File: config.mk
export PLATFORM = sky130hd
export DESIGN_NAME = blinky
export DESIGN_NICKNAME = d
export VERILOG_FILES = /design/src/rtl/blinky.sv
export SDC_FILE = /design/constraint.sdc
export NUM_CORES = 1
export LEC_CHECK = 0
export ABC_CLOCK_PERIOD_IN_PS = 2200
export CORE_UTILIZATION = 30
export DETAILED_ROUTE_END_ITERATION = 7
export PLACE_DENSITY = 0.51
export RECOVER_POWER = 25
export SYNTH_ARGS = -nofsm -noshare
export SYNTH_HDL_FRONTEND = slang
export SYNTH_SLANG_ARGS = --single-unit
File: constraint.sdc
create_clock -name clki -period 2.2 [get_ports clki]
set_clock_uncertainty 0.1 [all_clocks]
set_input_delay 0.66 -clock clki [delete_from_list [all_inputs] [get_ports clki]]
set_output_delay 0.66 -clock clki [all_outputs]
set_load 0.05 [all_outputs]
File: src/rtl/blinky.sv
// Free-running 4-bit LED counter advanced by a DIV-cycle prescaler tick.
// The LED pins come straight from a register that already has the output polarity applied.
module blinky #(
  parameter int unsigned DIV             = 900000,
  parameter bit          LED_ACTIVE_HIGH = 1'b1
) (
  input  logic clki,
  input  logic rstn,
  output logic led0,
  output logic led1,
  output logic led2,
  output logic led3
);

  localparam int unsigned     PW        = $clog2(DIV);
  localparam logic [PW-1:0]   PRESC_MAX = PW'(DIV - 1);
  localparam logic [3:0]      LED_OFF   = LED_ACTIVE_HIGH ? 4'h0 : 4'hF;

  logic [PW-1:0] presc;
  logic [3:0]    cnt;
  logic [3:0]    cnt_next;
  logic [3:0]    led;
  logic          tick;

  always_comb begin
    tick     = (presc == PRESC_MAX);
    cnt_next = cnt + 4'd1;
  end

  // led is loaded from cnt_next on the tick edge so it changes together with cnt.
  always_ff @(posedge clki) begin
    if (!rstn) begin
      presc <= '0;
      cnt   <= '0;
      led   <= LED_OFF;
    end else if (tick) begin
      presc <= '0;
      cnt   <= cnt_next;
      led   <= LED_ACTIVE_HIGH ? cnt_next : ~cnt_next;
    end else begin
      presc <= presc + PW'(1);
    end
  end

  assign led0 = led[0];
  assign led1 = led[1];
  assign led2 = led[2];
  assign led3 = led[3];

endmodule

After elaboration in Yosys (flattened, before gate mapping)
Index checks and enable logic that the tools add are counted.
{ "classes": {"addsub": 2, "eq_ne": 1, "n_bitwise": 1, "reduce_logical": 1} }
{ "op_table": {"columns": ["cell", "count"], "rows": [
  ["adder 20 x 1 -> 20 bit (second input constant)", 1],
  ["equality test 20 bit (second input constant)", 1],
  ["adder 4 x 1 -> 4 bit (second input constant)", 1],
  ["OR reduction 2 bit", 1],
  ["NOT 1 bit", 1]
]} }
{ "word_totals": {"reg_bits": 24, "in_bits": 2, "out_inout_bits": 4, "wordCells": 7} }

Depth between registers and ports, before layout
{ "depth": {"depth_word": 2, "mapped_depth": 7, "depth_no_buf": 5} }

Worst setup path before layout
OpenSTA, ideal clock, no wires.
{ "synth_timing": {"path_kind": "reg2reg", "start": "reg presc[0]", "end": "reg presc[10]", "setup_ns": 0.117, "t_arrival_ns": 1.741, "t_required_ns": 1.983, "path_slack_ns": 0.242, "stages_incl_launch_ff": 8, "n_path_buf": 2, "synth_period_minus_slack_ns": 1.958, "cell_sequence": "dfxtp_1 > ha_1 > nand4_2 > or2_1 > buf_2 > o21ai_2 > buf_2 > nor2_1"} }
{ "synth_via": {"elab_chain_len": 2, "elab_cells_between_ends": 3, "classes_between": "add/sub: 1; eq/ne: 1; reduce/logical: 1"} }
{ "synth_rtl": {"columns": ["item", "line", "rtl"], "rows": [
  ["start: declaration", "19", "logic [PW-1:0] presc;"],
  ["start signal: assignment", "41", "presc <= presc + PW'(1);"],
  ["branches (longest 2 deep; another with adder 20 x 1 -> 20 bit)", null, null]
]} }
Several ways; the timed one is not identified.
A chain may end at the register's enable or synchronous reset.

Worst setup path after layout
{ "layout_timing": {"start": "reg presc[0]", "end": "reg presc[18]"} }
Same word-level chain as after synthesis.

==> flow_summary.toml <==
[synthesis]
synth.distinct_cells = 30
syn_area_per_cell_um2 = 8.66
async_flop_share_pct = 0
synth_seq_cells = 24
yosysSeqAreaShare_pct = 41.7
synthesis.nets = 137
synth-edff-count = 0
synth-main-ff-cell = "dfxtp_1"
synthesis.area_um2 = 1150
synth_cells = 133
synth_warnings = 0

[setup_path]
startpoint = "presc[0]"
cp.arrival_ns = 2.11
worstRegToRegCells = 5
r2r-end = "presc[18]"
path_max_fanout = 8
worst-setup-path-type = "reg -> reg"
cp-end-kind = "register"
rrSetupSlack_ns = 0.19
startpoint_type = "register"
required_ns = 2.31
r2r_start = "presc[0]"

[sta]
hold_viol = 0
fin_tns_setup_ns = 0
fin_ws_ns = 0.195
fin_crit_ns = 2.01
worstMarginPinSlew_ns = 0.591
fmaxAchievable_mhz = 499
slew_headroom_pct = 60.8
rsz0062_at_grt = "no"
setup_viol = 0
finalCritPeriodShare_pct = 91.1
final_max_slew_viol_count = 0

[drt]
dr.pass1.iters = 4
viasPerCell = 5.01
drc = 0
wl_um = 2310
wl_per_cell_um = 12.1
dr_total_vias = 951
final_antenna_net_count = 0
dr.first_iter.drc_count = 20

[cts]
path_clk_slew_ns = 0.09
cts.sinks = 24
cts_setup_buffers = 0
htreeDepth = 1
cts_tree = "built"
holdBufCountCts = 0
clockRootBuffer = "clkbuf_8"
clockBufferDepth = 2
cts_made_buffers = 3
clock_latency_ns = 0.27
cts_resized = 0

[power_and_ir_drop]
p_per_area_nw_per_um2 = 641
combPwrFrac_pct = 2.3
p_switching_uw = 162
cellLeakagePower_uw = 0.000405
power.share.clock_pct = 45.5
ir_worst_vdd_uv = 446
power_frac_seq_pct = 52.2
intPower_uw = 690
netSwitchingFraction_pct = 19.1

[global_routing]
antenna_found_initial = 0
grt_max_degree = 20
grtUsageTotal_pct = 12.8
grt_pass1_wl_um = 4130
grt_overflow_total = 0
grt_pass1_vias = 972

[placed_design]
dp_hpwl_um = 1740
dp_slack_ns = 0.116
place.gp.congestion = 0.729
portBuffers = 5
place_area_um2 = 1260

[floorplan]
start_util_pct = 31.5
num_io_pins = 6
dieArea_um2 = 4090
core_area_um2 = 3660
die_x_um = 64.0
die_h_um = 64.0
row_count = 22

[final_layout]
area_growth_pct = 15.3
n_antenna_cell = 0
layout.nets = 147
fillerInstances = 394
final_area_um2 = 1330
drive_gt1_share_pct = 9.86

[run_status]
status = "finished, final reports clean"

[worst_hold_path]
hold_path_depth = 2
hp-class = "reg -> reg"
hold_start = "led[3]"
hold_path_end = "led[3]"

[run]
maxCapViolations = 0
-- power groups by stage --
| stage | Clock (uW) | Combinational, uW | Sequential [uW] |
|---|---|---|---|
| floorplan | 0 | 13.4 | 453 |
| global placement | 0 | 20.1 | 454 |
| detailed placement | 0 | 20.2 | 454 |
| CTS | 402 | 20.3 | 444 |
| global route | 413 | 24.3 | 446 |
| finish | 388 | 19.8 | 444 |
-- stage by stage --
| stage | instances | hold slack, ns | util (%) | power [uW] |
|---|---|---|---|---|
| finish | 190 | 0.387 | 36.3 | 852 |
| global route | 190 | 0.415 | 36.3 | 882 |
| CTS | 190 | 0.394 | 36.5 | 866 |
| detailed placement | 186 | 0.377 | 34.6 | 475 |
| global placement | 186 | 0.357 | 34.6 | 474 |
| floorplan | 133 | 0.341 | - | 467 |
-- registers in the layout, summed over array words and instances (netlist names) --
| signal | flops |
|---|---|
| presc | 20 |
| led | 4 |
-- cell usage after synthesis, types with 2 or more instances --
cell	count	area (um^2)
dfxtp_1	24	480
nor4b_1	2	17.5
xnor2_1	13	114
ha_1	2	25.0
nand2_1	4	15.0
buf_2	5	25.0
xor2_1	2	17.5
a21oi_1	6	30.0
o31ai_1	4	30.0
o21ai_0	2	10.0
nor2_1	21	78.8
nor3b_1	2	15.0
nand4_1	6	37.5
nor4_1	5	31.3
or4_1	3	22.5
nand3_1	9	45.0
nor3_1	4	20.0
inv_1	6	22.5
or3_1	2	12.5
-- cell type report --
type | instances | area (um^2) | share of cell area [%]
clock inverter | 1 | 30.0 | 2.26
multi-input combinational | 98 | 636 | 47.8
tap | 48 | 60.1 | 4.52
clock buffer | 3 | 41.3 | 3.11
inverter | 6 | 22.5 | 1.69
sequential | 24 | 480 | 36.2
timing repair buffer | 10 | 58.8 | 4.43
-- kinds of logic (layout without fill, tap and decap cells) --
family                   after synthesis  count (layout)  synth area share [%]
AND/OR/NAND/NOR                       66              66                  32.2
AO/OA/AOI/OAI                         14              14                  7.49
flip-flops                            24              24                  41.7
adder cells (fa/ha/maj)                2               2                  2.17
multiplexers                           1               1                 0.869
buffers and inverters                 11              20                  4.13
XOR/XNOR                              15              15                  11.4
-- how the worst max path moves through the flow --
stage / endpoint / cells past startpoint
3_3_place_gp: led[3] / 5
3_5_place_dp: led[3] / 5
2_1_floorplan: presc[10] / 7
5_1_grt: presc[18] / 5
4_1_cts: led[3] / 5
6_report: presc[18] / 5
-- routing by layer --
| layer | vias up | track usage [%] | routed length [um] |
|---|---|---|---|
| met5 | - | 0 | 0 |
| met4 | 0 | 1.70 | 12 |
| met3 | 2 | 3.75 | 71 |
| met2 | 9 | 25.4 | 1200 |
| met1 | 451 | 13.3 | 1030 |
| li1 | 489 | - | - |
-- critical path: stages, from the launching register on --
cell and delay, ns:
dfxtp_1 0.40, ha_1 0.27, nand4_4 0.18, or3_2 0.52
or3_1 0.35, a21oi_1 0.13
-- cells in the final DEF, fill, tap and decap left out, drive strengths merged, types with 4 or more instances in the layout --
master and n:
nor3 4, nor4 5, inv 6, clkbuf 8
nand2 4, xnor2 13, nand3 10, nor2 21
dfxtp 24, buf 4, or4 4, nand4 7
o31ai 4, a21oi 6
No activity file was read; power rests on OpenSTA's default activity.
